<file path="config.mk">
export PLATFORM = sky130hd
export DESIGN_NAME = ita_input_row_packer_flat
export DESIGN_NICKNAME = d
export VERILOG_FILES = /design/src/rtl/ita_input_row_packer_pkg.sv /design/src/rtl/ita_input_row_packer_if.sv /design/src/rtl/ita_input_row_packer.sv /design/src/flat_wrapper.sv
export SDC_FILE = /design/constraint.sdc
export NUM_CORES = 1
export LEC_CHECK = 0
export CORE_AREA = 5 5 231 233
export DETAILED_ROUTE_END_ITERATION = 10
export DIE_AREA = 0 0 236 238
export DONT_BUFFER_PORTS = 1
export PLACE_DENSITY = 0.67
export SLEW_MARGIN = 40
export SYNTH_ARGS = -nofsm -noshare
export SYNTH_HDL_FRONTEND = slang
export SYNTH_SLANG_ARGS = --single-unit
</file>
<file path="constraint.sdc">
create_clock -name clk_i -period 3 [get_ports clk_i]
set_input_delay 0.45 -clock clk_i [delete_from_list [all_inputs] [get_ports clk_i]]
set_output_delay 0.45 -clock clk_i [all_outputs]
set_load 0.02 [all_outputs]
</file>
<file path="src/rtl/ita_input_row_packer_pkg.sv">
`default_nettype none
// ============================================================================
// Module      : ita_input_row_packer_pkg
// Description : Shared sizes and types for the ITA input-row packer.
// Revision    : 1.0 - initial release
// ============================================================================
package ita_input_row_packer_pkg;

  localparam int unsigned WI         = 8;
  localparam int unsigned E          = 64;
  localparam int unsigned S          = 64;
  localparam int unsigned BEAT_WIDTH = 64;

  localparam int unsigned BEATS_PER_ROW  = (E * WI) / BEAT_WIDTH;
  localparam int unsigned ELEMS_PER_BEAT = BEAT_WIDTH / WI;

  function automatic int unsigned idx_width(input int unsigned n);
    return (n > 1) ? $clog2(n) : 1;
  endfunction

  localparam int unsigned INPUT_ADDR_WIDTH = idx_width(S);
  // One spare bit so requests above S can arrive and be saturated.
  localparam int unsigned SEQ_LEN_WIDTH    = $clog2(S + 1) + 1;

  typedef logic [BEAT_WIDTH-1:0]                 beat_t;
  typedef logic [idx_width(BEATS_PER_ROW)-1:0]   beat_cnt_t;
  typedef logic [INPUT_ADDR_WIDTH-1:0]           input_addr_t;
  typedef logic [SEQ_LEN_WIDTH-1:0]              seq_length_t;
  typedef logic [E-1:0][WI-1:0]                  row_data_t;

  typedef struct packed {
    input_addr_t addr;
    row_data_t   data;
  } write_port_t;

endpackage
`default_nettype wire

</file>
<file path="src/rtl/ita_input_row_packer_if.sv">
`default_nettype none
// ============================================================================
// Module      : ita_input_row_packer_if
// Description : Beat-stream input and row-write output handshakes.
// Revision    : 1.0 - initial release
// ============================================================================
interface ita_input_row_packer_if;
  import ita_input_row_packer_pkg::*;

  logic        beat_valid;
  logic        beat_ready;
  beat_t       beat_data;
  logic        write_valid;
  logic        write_ready;
  write_port_t write;

  // slave: the packer itself; master: the surrounding streamer/buffer
  modport slave (
    input  beat_valid,
    input  beat_data,
    input  write_ready,
    output beat_ready,
    output write_valid,
    output write
  );

  modport master (
    output beat_valid,
    output beat_data,
    output write_ready,
    input  beat_ready,
    input  write_valid,
    input  write
  );

endinterface
`default_nettype wire

</file>
<file path="src/rtl/ita_input_row_packer.sv">
`default_nettype none
// ============================================================================
// Module      : ita_input_row_packer
// Description : Packs narrow beats into full rows and writes them out by row.
// Revision    : 1.0 - initial release
// ============================================================================
module ita_input_row_packer
  import ita_input_row_packer_pkg::*;
(
  input  logic                         clk_i,
  input  logic                         rst_ni,
  input  logic                         clear_i,
  input  logic                         start_i,
  input  seq_length_t                  seq_length_i,
  ita_input_row_packer_if.slave        bus,
  output logic                         busy_o,
  output logic                         done_o
);

  typedef enum logic [1:0] {
    IDLE = 2'd0,
    FILL = 2'd1,
    EMIT = 2'd2
  } state_e;

  state_e      state_q,    state_d;
  beat_cnt_t   beat_cnt_q, beat_cnt_d;
  input_addr_t row_cnt_q,  row_cnt_d;
  seq_length_t len_q,      len_d;
  row_data_t   row_q,      row_d;
  logic        done_q,     done_d;

  seq_length_t len_sat;
  logic        last_row;

  always_comb begin
    len_sat  = (seq_length_i > seq_length_t'(S)) ? seq_length_t'(S) : seq_length_i;
    last_row = ((seq_length_t'(row_cnt_q) + seq_length_t'(1)) == len_q);
  end

  always_comb begin
    state_d    = state_q;
    beat_cnt_d = beat_cnt_q;
    row_cnt_d  = row_cnt_q;
    len_d      = len_q;
    row_d      = row_q;
    done_d     = 1'b0;

    if (clear_i) begin
      state_d    = IDLE;
      beat_cnt_d = '0;
      row_cnt_d  = '0;
      len_d      = '0;
      row_d      = '0;
    end else begin
      case (state_q)
        IDLE: begin
          if (start_i) begin
            len_d = len_sat;
            if (len_sat == '0) begin
              done_d = 1'b1;
            end else begin
              state_d = FILL;
            end
          end
        end

        FILL: begin
          if (bus.beat_valid) begin
            // Constant-slice decode keeps the beat placement free of variable indexing.
            for (int k = 0; k < int'(BEATS_PER_ROW); k++) begin
              if (beat_cnt_q == beat_cnt_t'(k)) begin
                row_d[k*ELEMS_PER_BEAT +: ELEMS_PER_BEAT] = bus.beat_data;
              end
            end
            if (beat_cnt_q == beat_cnt_t'(BEATS_PER_ROW - 1)) begin
              beat_cnt_d = '0;
              state_d    = EMIT;
            end else begin
              beat_cnt_d = beat_cnt_q + beat_cnt_t'(1);
            end
          end
        end

        EMIT: begin
          if (bus.write_ready) begin
            if (last_row) begin
              state_d   = IDLE;
              row_cnt_d = '0;
              done_d    = 1'b1;
            end else begin
              row_cnt_d = row_cnt_q + input_addr_t'(1);
              state_d   = FILL;
            end
          end
        end

        default: begin
          state_d = IDLE;
        end
      endcase
    end
  end

  always_ff @(posedge clk_i or negedge rst_ni) begin
    if (!rst_ni) begin
      state_q    <= IDLE;
      beat_cnt_q <= '0;
      row_cnt_q  <= '0;
      len_q      <= '0;
      row_q      <= '0;
      done_q     <= 1'b0;
    end else begin
      state_q    <= state_d;
      beat_cnt_q <= beat_cnt_d;
      row_cnt_q  <= row_cnt_d;
      len_q      <= len_d;
      row_q      <= row_d;
      done_q     <= done_d;
    end
  end

  // Every output comes straight from flops, so no input reaches an output combinationally.
  assign bus.beat_ready  = (state_q == FILL);
  assign bus.write_valid = (state_q == EMIT);
  assign bus.write.addr  = row_cnt_q;
  assign bus.write.data  = row_q;
  assign busy_o          = (state_q != IDLE);
  assign done_o          = done_q;

endmodule
`default_nettype wire
</file>
<file path="src/flat_wrapper.sv">
// flat-port wrapper written by rule: the top's interface ports become plain ports
module ita_input_row_packer_flat import ita_input_row_packer_pkg::*;
  (clk_i, rst_ni, clear_i, start_i, seq_length_i, busy_o, done_o, bus_beat_valid, bus_beat_data, bus_write_ready, bus_beat_ready, bus_write_valid, bus_write);
  ita_input_row_packer_if bus_i ();
  input  logic clk_i;
  input  logic rst_ni;
  input  logic clear_i;
  input  logic start_i;
  input  seq_length_t seq_length_i;
  output logic busy_o;
  output logic done_o;
  input wire logic [$bits(bus_i.beat_valid)-1:0] bus_beat_valid;
  input wire logic [$bits(bus_i.beat_data)-1:0] bus_beat_data;
  input wire logic [$bits(bus_i.write_ready)-1:0] bus_write_ready;
  output wire logic [$bits(bus_i.beat_ready)-1:0] bus_beat_ready;
  output wire logic [$bits(bus_i.write_valid)-1:0] bus_write_valid;
  output wire logic [$bits(bus_i.write)-1:0] bus_write;
  assign bus_i.beat_valid = bus_beat_valid;
  assign bus_i.beat_data = bus_beat_data;
  assign bus_i.write_ready = bus_write_ready;
  assign bus_beat_ready = bus_i.beat_ready;
  assign bus_write_valid = bus_i.write_valid;
  assign bus_write = bus_i.write;
  ita_input_row_packer u_core (.clk_i(clk_i), .rst_ni(rst_ni), .clear_i(clear_i), .start_i(start_i), .seq_length_i(seq_length_i), .bus(bus_i), .busy_o(busy_o), .done_o(done_o));
endmodule
</file>
==> results of run 1 <==
[where the power goes]
part	switching, mW	internal [mW]	leakage, nW
Combinational	0.423	0.209	2.34
Sequential	0.289	7.30	7.35
Clock	2.83	4.02	0.885
Total	3.54	11.5	10.6
[per-layer routing]
layer,GRT usage [%],routed length [µm]
met1,32.2,27800
met2,42.0,36300
met3,8.99,8750
met4,11.0,3850
met5,0,23
[layout make-up]
class | count | share of cell area (%)
Antenna cell | 1 | 0.0100
Clock buffer | 84 | 6.61
Clock inverter | 13 | 0.617
Inverter | 5 | 0.0753
Multi-Input combinational cell | 1655 | 29.7
Sequential cell | 532 | 53.4
Tap cell | 680 | 3.41
Timing Repair Buffer | 146 | 6.16
[worst min path at each step]
stage,from,endpoint,slack (ns),depth (start not counted)
finish,rst_ni,u_core.bus.write[390]$_DFFE_PN0P_,-0.45,0
CTS,rst_ni,u_core.bus.write[334]$_DFFE_PN0P_,-0.47,0
global route,rst_ni,u_core.bus.write[390]$_DFFE_PN0P_,-0.48,0
detailed placement,rst_ni,u_core.bus.write[204]$_DFFE_PN0P_,0.17,0
global placement,rst_ni,u_core.bus.write[206]$_DFFE_PN0P_,0.17,0
floorplan,rst_ni,u_core.beat_cnt_q[0]$_DFFE_PN0P_,0.15,0
[synth_stat cells (2+ instances only)]
cell	instances	area [µm²]
nor2_1	11	41.3
a22o_1	7	61.3
o31ai_1	2	15.0
nor3_1	7	35.0
nand2_1	985	3700
o21ai_0	67	335
a31oi_1	3	18.8
dfrtp_1	532	13300
nand3_1	9	45.0
a21oi_1	455	2280
clkbuf_1	212	796
xor2_1	4	35.0
ha_1	7	87.6
nor2b_1	3	18.8
xnor2_1	5	43.8
buf_2	18	90.1
buf_1	3	11.3
or3_1	2	12.5
inv_1	5	18.8
and3_1	7	43.8
or2_2	2	12.5
nand2b_1	64	400
nand3b_1	3	22.5
[state kept, by name, summed over array words and instances (netlist names)]
register / cells
u_core.done_o: 1
u_core.row_cnt_q: 6
u_core.len_q: 8
u_core.bus.write: 512
u_core.state_q: 2
u_core.beat_cnt_q: 3
[logic make-up after synthesis]
family | Yosys count
AOI/OAI and AO/OA | 539
xor gates and xnor gates | 9
buffers and inverters | 239
adders and majority gates | 7
DFF | 532
and+or+nand+nor | 1100
[placed cells by master (no fill, tap or decap), drive strengths merged, types with 5 or more instances in the layout]
cell type	instances
nand2	985
nand3	9
o21ai	67
dlygate4sd3	114
buf	32
nor2	11
clkinv	8
xnor2	5
nand2b	64
nor3	7
inv	6
ha	7
dfrtp	532
a22o	7
a21oi	455
clkbuf	84
and3	7
[worst reg2reg max path: stages, from the launching register on]
cell and delay, ns:
dfrtp_1 0.55, or3_1 0.43, a211oi_2 0.23, nor3_1 0.09
or4_1 0.71, o21ai_0 0.16, a21oi_1 0.10, dlygate4sd3_1 0.57
[stage by stage]
step / TNS [ns] / cell area [µm²] / power (mW) / setup slack [ns] / std cells
5_1_grt: -0.0419 / 24900 / 15.5 / -0.0375 / 3115
3_3_place_gp: 0 / 21900 / 8.02 / 0.565 / 2899
3_5_place_dp: 0 / 21900 / 8.04 / 0.538 / 2899
4_1_cts: 0 / 24900 / 15.1 / 0.0142 / 3115
2_1_floorplan: 0 / 21500 / 8.07 / 0.776 / 2426
6_report: 0 / 24900 / 15.1 / 0.0456 / 3116
[repair_timing]
item,4_1_cts,5_1_grt
endpoints found under the setup margin,0,6
setup buffers,0,0
gates resized for setup,0,6
hold endpoints to repair,1054,532
==> flow_metrics.py, run 1 <==
metrics = {
    "logic_synthesis": {
        "synthesis.instances": 2426,
        "ys_seq_area_share_pct": 61.8,
        "synth_edf_count": 0,
        "synth_nets": 2511,
        "ys_seq_elements": 532,
        "synth_cell_types": 36,
        "synth_ff_type": "dfrtp_1",
        "ys.warnings.count": 0,
        "synthAdderAreaFrac_pct": 0.407,
        "syn_area_um2": 21500,
        "synthMuxAreaShare_pct": 0,
        "synth-compound-area-share_pct": 12.8,
        "synth_top_family_by_area": "simple AND/OR/NAND/NOR gates",
        "synthSimpleGateAreaFrac_pct": 20.3,
        "synth-xor-area-share_pct": 0.366,
        "async_flop_share_pct": 100,
        "synth.avg_cell_area_um2": 8.88,
    },
    "route": {
        "drt_wl_total_mm": 76.7,
        "vias_per_cell": 5.63,
        "wl_per_cell_um": 24.6,
        "vias": 17546,
        "firstDrtPassIters": 6,
        "drc_errors": 0,
        "drtIter0Drc": 1639,
        "antenna_left": 0,
    },
    "finish": {
        "syn2layout_area_growth_pct": 15.7,
        "regArea_um2": 13300,
        "utilization_pct": 48.9,
        "drive_gt1_share_pct": 5.67,
        "nFillCells": 4607,
        "fin_nets": 2479,
        "multi_input_area_um2": 7400,
    },
    "sta": {
        "slew_viol_final": 280,
        "finalCritPeriodShare_pct": 98.5,
        "clock_skew_ns": 0.0141,
        "holdWs_ns": -0.447,
        "worst_pin_slew_ns": 2.51,
        "setup_viol_count_final": 0,
        "layout_min_cycle_time_ns": 2.95,
        "finalHoldViolCount": 332,
        "fmax_mhz": 338,
        "slew-limit-headroom_pct": -67.5,
    },
    "setup_path": {
        "cp_slowest_cell": "or4_1",
        "cp-endpoint": "u_core.row_cnt_q[2]$_DFFE_PN0P_",
        "max_stage_delay_ns": 0.71,
        "end_kind": "flip-flop",
        "path_cells": "or3_1 -> a211oi_2 -> nor3_1 -> or4_1 -> o21ai_0 -> a21oi_1 -> dlygate4sd3_1",
        "critPathBufInv": 1,
        "critPathLaunchType": "flip-flop",
        "cp_max_fo": 10,
        "crit_family": "simple AND/OR/NAND/NOR gates",
        "r2r_start": "u_core.row_cnt_q[4]$_DFFE_PN0P_",
        "critPathKind": "flip-flop to flip-flop",
        "cp.required_ns": 3.47,
        "arrival_ns": 3.42,
        "rrSetupSlack_ns": 0.05,
        "cp.depth": 7,
        "r2r-end": "u_core.row_cnt_q[2]$_DFFE_PN0P_",
        "crit_start": "u_core.row_cnt_q[4]$_DFFE_PN0P_",
        "r2r_cells": 7,
    },
    "power": {
        "power_leakage_nw": 10.6,
        "power.density_nw_per_um2": 605,
        "peakVddDrop_mv": 0.400,
    },
    "global_route": {
        "grt_pass1_vias": 17102,
        "grt_max_degree": 533,
        "overflow": 0,
        "grt_first_pass_wirelength_mm": 113,
        "track_usage_pct": 26.0,
        "antenna_found_initial": 4,
    },
    "die": {
        "core_um2": 51000,
        "dieArea_um2": 56200,
        "ios": 600,
        "rows": 83,
        "start_util_pct": 42.2,
        "die_h_um": 238,
        "die_w_um": 236,
    },
    "run_status": {
        "violations": "hold timing, slew limit",
        "status": "complete, but fails checks",
    },
    "min_path": {
        "holdCritPathClass": "input pin to async pin",
    },
    "clock_tree": {
        "cts_tree": "done",
        "htreeDepth": 2,
        "cts_hold_buf": 119,
        "max-clock-path-buffers": 3,
        "clk_latency_ns": 0.59,
        "clkSinkCount": 532,
        "path_clk_slew_ns": 0.06,
        "cts_made_buffers": 54,
        "cts-root-buf": "clkbuf_16",
    },
    "place": {
        "dpl.hpwl_mm": 46.2,
        "gp_congestion": 0.870,
        "port_buffers": 0,
    },
    "flow_run": {
        "max_cap_viol_count": 0,
    },
}
(Power assumes the default switching activity.)
==> run 2, diff against run 1 <==
--- a/config.mk
+++ b/config.mk
@@ -10,7 +10,7 @@
 export DIE_AREA = 0 0 236 238
 export DONT_BUFFER_PORTS = 1
 export PLACE_DENSITY = 0.67
-export SLEW_MARGIN = 40
+export SLEW_MARGIN = 25
 export SYNTH_ARGS = -nofsm -noshare
 export SYNTH_HDL_FRONTEND = slang
 export SYNTH_SLANG_ARGS = --single-unit
==> run 2 against run 1 <==
- the flow still finishes with violations (hold timing, slew limit)
- cell count increased by 0.32%
- count of clock-buffer cells in the layout decreased by 4
- sequential power about the same
- via count increased by 0.34%
- routed wire length increased by 1.4%
- worst hold slack improved by 0.0087 ns
- flip-flop and latch count unchanged
- core utilization increased by 0.25 points
- clock power increased by 3%
- register-to-register slack got worse by 0.03 ns
- design area increased by 0.51%
- die area unchanged
- critical path type unchanged
- highest routed layer unchanged
==> flow_metrics.py, run 2 (synthesis gave the netlist of run 1 again) <==
metrics = {
    "finish": {
        "regArea_um2": 13300,
        "syn2layout_area_growth_pct": 16.3,
        "multi_input_area_um2": 7390,
        "fin_nets": 2484,
        "final_cell_mix": "981 x nand2_1, 530 x dfrtp_1, 454 x a21oi_1",
        "final_cell_area_um2": 25100,
        "drive_gt1_share_pct": 5.78,
        "stdcell_count": 3126,
        "nFillCells": 4628,
        "largest_register_ffs": 512,
        "final_common_cell": "nand2_1",
    },
    "setup_path": {
        "rrSetupSlack_ns": 0.02,
        "critPathKind": "flip-flop to flip-flop",
        "end_kind": "flip-flop",
        "r2r-end": "u_core.row_cnt_q[2]$_DFFE_PN0P_",
        "r2r_cells": 7,
        "cp_max_fo": 10,
        "critPathLaunchType": "flip-flop",
        "arrival_ns": 3.46,
        "cp.required_ns": 3.48,
        "r2r_start": "u_core.row_cnt_q[3]$_DFFE_PN0P_",
    },
    "clock_tree": {
        "cts_made_buffers": 54,
        "clk_latency_ns": 0.61,
        "max-clock-path-buffers": 3,
        "cts-root-buf": "clkbuf_16",
        "path_clk_slew_ns": 0.07,
        "cts_tree": "done",
        "htreeDepth": 2,
        "clkSinkCount": 532,
        "cts_hold_buf": 124,
    },
    "route": {
        "antenna_left": 0,
        "firstDrtPassIters": 8,
        "drc_errors": 0,
        "vias": 17605,
        "wl_per_cell_um": 24.9,
        "drt_wl_total_mm": 77.8,
        "vias_per_cell": 5.63,
        "drtIter0Drc": 1701,
    },
    "global_route": {
        "grt_use_met1_pct": 33.3,
        "grt_busiest_layer": "met2",
        "overflow": 0,
        "grt_first_pass_wirelength_mm": 115,
        "track_usage_pct": 26.4,
        "use_met2_pct": 41.5,
        "met3_usage_pct": 9.22,
        "antenna_found_initial": 4,
        "grt_max_degree": 533,
        "grt_pass1_vias": 17116,
    },
    "sta": {
        "slew-limit-headroom_pct": -75.8,
        "setup_viol_count_final": 0,
        "slew_viol_final": 310,
        "layout_min_cycle_time_ns": 2.98,
        "finalCritPeriodShare_pct": 99.5,
        "finalHoldViolCount": 274,
        "clock_skew_ns": 0.0256,
        "holdWs_ns": -0.438,
        "fmax_mhz": 335,
        "worst_pin_slew_ns": 2.64,
    },
    "power": {
        "swShare_pct": 23.5,
        "peakVddDrop_mv": 0.412,
        "internal_power_mw": 11.7,
        "power_leakage_nw": 10.7,
        "power_switching_mw": 3.59,
        "clockPowerShare_pct": 46.1,
        "seqPwrFrac_pct": 49.7,
        "combPwrFrac_pct": 4.2,
        "power.density_nw_per_um2": 610,
    },
    "die": {
        "rows": 83,
        "die_h_um": 238,
        "core_um2": 51000,
        "die_w_um": 236,
        "dieArea_um2": 56200,
        "ios": 600,
        "start_util_pct": 42.2,
    },
    "run_status": {
        "violations": "hold timing, slew limit",
        "status": "complete, but fails checks",
    },
    "place": {
        "gp_congestion": 0.870,
        "dpl.hpwl_mm": 46.2,
        "postPlaceCellArea_um2": 21900,
        "dp.cells": 2899,
        "port_buffers": 0,
    },
    "flow_run": {
        "max_cap_viol_count": 0,
    },
    "min_path": {
        "holdCritPathClass": "input pin to async pin",
    },
}
-- run 2: cell types whose count changed in the layout (fill, tap and decap cells not counted), sizes merged --
cell         previous run  this run
clkinvlp                1         3
diode                   1         6
dlygate4sd3           114       118
bufinv                  3         5
clkbuf                 84        80
buf                    32        33
clkinv                  8         7
inv                     6         7
-- run 2: worst max-delay path by stage --
stage / from / end / slack [ns] / depth (start not counted)
detailed placement: u_core.row_cnt_q[0]$_DFFE_PN0P_ / u_core.state_q[0]$_DFFE_PN0P_ / 0.55 / 7
floorplan: u_core.row_cnt_q[3]$_DFFE_PN0P_ / u_core.state_q[0]$_DFFE_PN0P_ / 0.78 / 8
finish: u_core.row_cnt_q[3]$_DFFE_PN0P_ / u_core.row_cnt_q[2]$_DFFE_PN0P_ / 0.02 / 7
global placement: u_core.row_cnt_q[0]$_DFFE_PN0P_ / u_core.state_q[0]$_DFFE_PN0P_ / 0.57 / 7
global route: u_core.row_cnt_q[1]$_DFFE_PN0P_ / u_core.row_cnt_q[2]$_DFFE_PN0P_ / -0.09 / 8
CTS: u_core.row_cnt_q[0]$_DFFE_PN0P_ / u_core.row_cnt_q[3]$_DFFE_PN0P_ / 0.02 / 8
-- run 2: routing by layer --
layer  routed length (µm)  vias up  part of all wire (%)
met5                   22        -                 0.028
met4                 3800        4                   4.9
met3                 8950      227                    12
met2                36500     1074                    47
met1                28500     8600                    37
li1                     -     7700                     -
-- run 2: what timing repair did --
item,CTS,global route
resized for setup,0,4
setup endpoints to repair,0,3
setup buffers,0,0
endpoints found under the hold margin,1058,532
-- run 2: cell type report --
cell class	instances	share of cell area [%]
antenna	6	0.0599
clock buffer	80	6.52
clock inverter	17	0.899
inverter	5	0.0749
multi-input combinational	1655	29.5
sequential	532	53.1
tap	680	3.40
timing repair buffer	151	6.40
-- run 2: critical path, stage by stage, from the launching register on --
cell and delay (ns):
dfrtp_1 0.55, or3_1 0.45, a211oi_2 0.22, nor3_1 0.10
or4_4 0.61, o21ai_0 0.19, a21oi_1 0.16, dlygate4sd3_1 0.59
-- run 2: per-stage QoR --
step                      power [mW]  util, %  hold slack [ns]  setup slack (ns)  TNS [ns]
after floorplan                 8.07        -            0.154             0.776         0
after global placement          8.02     42.9            0.165             0.565         0
after detailed placement        8.04     42.9            0.167             0.548         0
after CTS                       15.4     49.1           -0.470            0.0221         0
after global routing            15.8     49.1           -0.475           -0.0939   -0.0939
final                           15.3     49.1           -0.438            0.0159         0
-- run 2: power groups by stage --
stage | Clock [mW] | Sequential, mW | Combinational (mW)
2_1_floorplan | 0 | 7.65 | 0.418
3_3_place_gp | 0 | 7.71 | 0.305
3_5_place_dp | 0 | 7.72 | 0.319
4_1_cts | 7.13 | 7.59 | 0.633
5_1_grt | 7.47 | 7.60 | 0.689
6_report | 7.05 | 7.59 | 0.642
==> run 3, diff against run 2 <==
--- a/config.mk
+++ b/config.mk
@@ -9,6 +9,7 @@
 export DETAILED_ROUTE_END_ITERATION = 10
 export DIE_AREA = 0 0 236 238
 export DONT_BUFFER_PORTS = 1
+export GPL_TIMING_DRIVEN = 0
 export PLACE_DENSITY = 0.67
 export SLEW_MARGIN = 25
 export SYNTH_ARGS = -nofsm -noshare
==> run 3 against run 2 <==
- the run still ends with hold timing, slew limit left
- clock power is 3% lower
- setup slack improved by 0.11 ns
- largest cell class unchanged
- clock skew fell by 0.014 ns
==> flow_metrics.py, run 3 (synthesis gave the netlist of run 1 again) <==
metrics = {
    "setup_path": {
        "max_stage_delay_ns": 0.55,
        "r2r_start": "u_core.state_q[0]$_DFFE_PN0P_",
        "r2r-end": "u_core.bus.write[342]$_DFFE_PN0P_",
        "cp-endpoint": "u_core.bus.write[342]$_DFFE_PN0P_",
        "arrival_ns": 3.32,
        "critPathKind": "flip-flop to flip-flop",
        "end_kind": "flip-flop",
        "cp.required_ns": 3.45,
        "rrSetupSlack_ns": 0.12,
        "cp_max_fo": 10,
        "r2r_cells": 7,
        "path_cells": "nor2b_2 -> and2_0 -> buf_2 -> nand3_2 -> clkbuf_1 -> nand2_1 -> a21oi_1",
        "cp_slowest_cell": "nand3_2",
        "crit_start": "u_core.state_q[0]$_DFFE_PN0P_",
        "critPathLaunchType": "flip-flop",
    },
    "power": {
        "power.density_nw_per_um2": 625,
        "combPwrFrac_pct": 4.8,
        "peakVddDrop_mv": 0.410,
        "seqPwrFrac_pct": 50.0,
        "clockPowerShare_pct": 45.2,
        "p_total_mw": 15.2,
        "internal_power_mw": 11.4,
        "power_leakage_nw": 10.2,
        "swShare_pct": 24.9,
        "power_switching_mw": 3.78,
    },
    "sta": {
        "clock_skew_ns": 0.0112,
        "layout_min_cycle_time_ns": 2.88,
        "setup_ws_ns": 0.124,
        "holdWs_ns": -0.442,
        "rsz0062_at_grt": "no",
        "setup_viol_count_final": 0,
        "slew-limit-headroom_pct": -6.99,
        "worst_pin_slew_ns": 1.60,
        "finalCritPeriodShare_pct": 95.9,
        "slew_viol_final": 107,
        "fmax_mhz": 348,
        "finalHoldViolCount": 532,
        "fin_tns_setup_ns": 0,
    },
    "route": {
        "firstDrtPassIters": 7,
        "vias_per_cell": 5.69,
        "wl_per_cell_um": 26.1,
        "antenna_left": 0,
        "drtIter0Drc": 1717,
        "vias": 18290,
        "drc_errors": 0,
        "drt_wl_total_mm": 83.9,
    },
    "finish": {
        "largest_register_ffs": 512,
        "final_common_cell": "nand2_1",
        "drive_gt1_share_pct": 4.82,
        "utilization_pct": 47.7,
        "final_cell_area_um2": 24300,
        "syn2layout_area_growth_pct": 12.8,
        "stdcell_count": 3216,
        "fin_nets": 2575,
        "final_cell_mix": "984 x nand2_1, 532 x dfrtp_1, 455 x a21oi_1",
    },
    "clock_tree": {
        "cts_made_buffers": 54,
        "htreeDepth": 2,
        "cts_hold_buf": 7,
        "max-clock-path-buffers": 3,
        "path_clk_slew_ns": 0.06,
        "cts_tree": "done",
        "cts-root-buf": "clkbuf_16",
        "clk_latency_ns": 0.60,
        "clkSinkCount": 532,
    },
    "die": {
        "rows": 83,
        "dieArea_um2": 56200,
        "die_h_um": 238,
        "die_w_um": 236,
        "start_util_pct": 42.2,
        "ios": 600,
        "core_um2": 51000,
    },
    "run_status": {
        "status": "complete, but fails checks",
        "violations": "hold timing, slew limit",
    },
    "place": {
        "dp_slack_ns": -0.279,
        "port_buffers": 0,
        "gp_congestion": 0.877,
        "dpl.hpwl_mm": 59.0,
        "postPlaceCellArea_um2": 22400,
        "dp.cells": 3107,
    },
    "global_route": {
        "overflow": 0,
        "grt_first_pass_wirelength_mm": 121,
        "antenna_found_initial": 2,
        "track_usage_pct": 28.7,
        "grt_max_degree": 533,
        "grt_pass1_vias": 17852,
    },
    "min_path": {
        "holdCritPathClass": "input pin to async pin",
    },
    "flow_run": {
        "max_cap_viol_count": 0,
    },
}
## run 3: power groups by stage
| stage | clock network, mW | logic [mW] | registers, mW |
|---|---|---|---|
| floorplan | 0 | 0.418 | 7.65 |
| global placement | 0 | 0.692 | 7.72 |
| detailed placement | 0 | 0.712 | 7.72 |
| CTS | 6.90 | 0.723 | 7.59 |
| global route | 7.19 | 0.789 | 7.60 |
| finish | 6.86 | 0.731 | 7.59 |
## run 3: cell type report
cell class / instances / area [µm²]
Antenna cell: 4 / 10.0
Fill cell: 4784 / 26700
Tap cell: 680 / 851
Clock buffer: 78 / 1600
Sequential cell: 532 / 13300
Multi-Input combinational cell: 1655 / 7320
Buffer: 234 / 918
Inverter: 5 / 18.8
Clock inverter: 20 / 185
Timing Repair Buffer: 8 / 81.3
## run 3: critical path: cells and delay by family (launching register included)
| family | cells | cell delay [ns] |
|---|---|---|
| DFF | 1 | 0.36 |
| AOI/OAI and AO/OA | 1 | 0.08 |
| and+or+nand+nor | 4 | 1.50 |
| buffers and inverters | 2 | 0.76 |
## run 3: per-layer routing
| metal | GRT usage (%) | vias up | part of all wire, % |
|---|---|---|---|
| met2 | 47.1 | 1066 | 47 |
| met1 | 33.9 | 9107 | 36 |
| met5 | 0 | - | 0 |
| met4 | 12.7 | 0 | 5.4 |
| li1 | - | 7878 | - |
| met3 | 10.8 | 239 | 12 |
## run 3: repair_timing
item	4_1_cts	5_1_grt
setup buffers	0	0
endpoints found under the setup margin	129	17
hold endpoints to repair	539	532
resized for setup	3	1
## run 3: how the worst min path moves through the flow
stage	start	endpoint	slack (ns)
final	rst_ni	u_core.bus.write[334]$_DFFE_PN0P_	-0.44
after floorplan	rst_ni	u_core.beat_cnt_q[0]$_DFFE_PN0P_	0.15
after global placement	rst_ni	u_core.bus.write[332]$_DFFE_PN0P_	0.17
after CTS	rst_ni	u_core.bus.write[206]$_DFFE_PN0P_	-0.47
after global routing	rst_ni	u_core.bus.write[208]$_DFFE_PN0P_	-0.47
after detailed placement	rst_ni	u_core.bus.write[334]$_DFFE_PN0P_	0.17
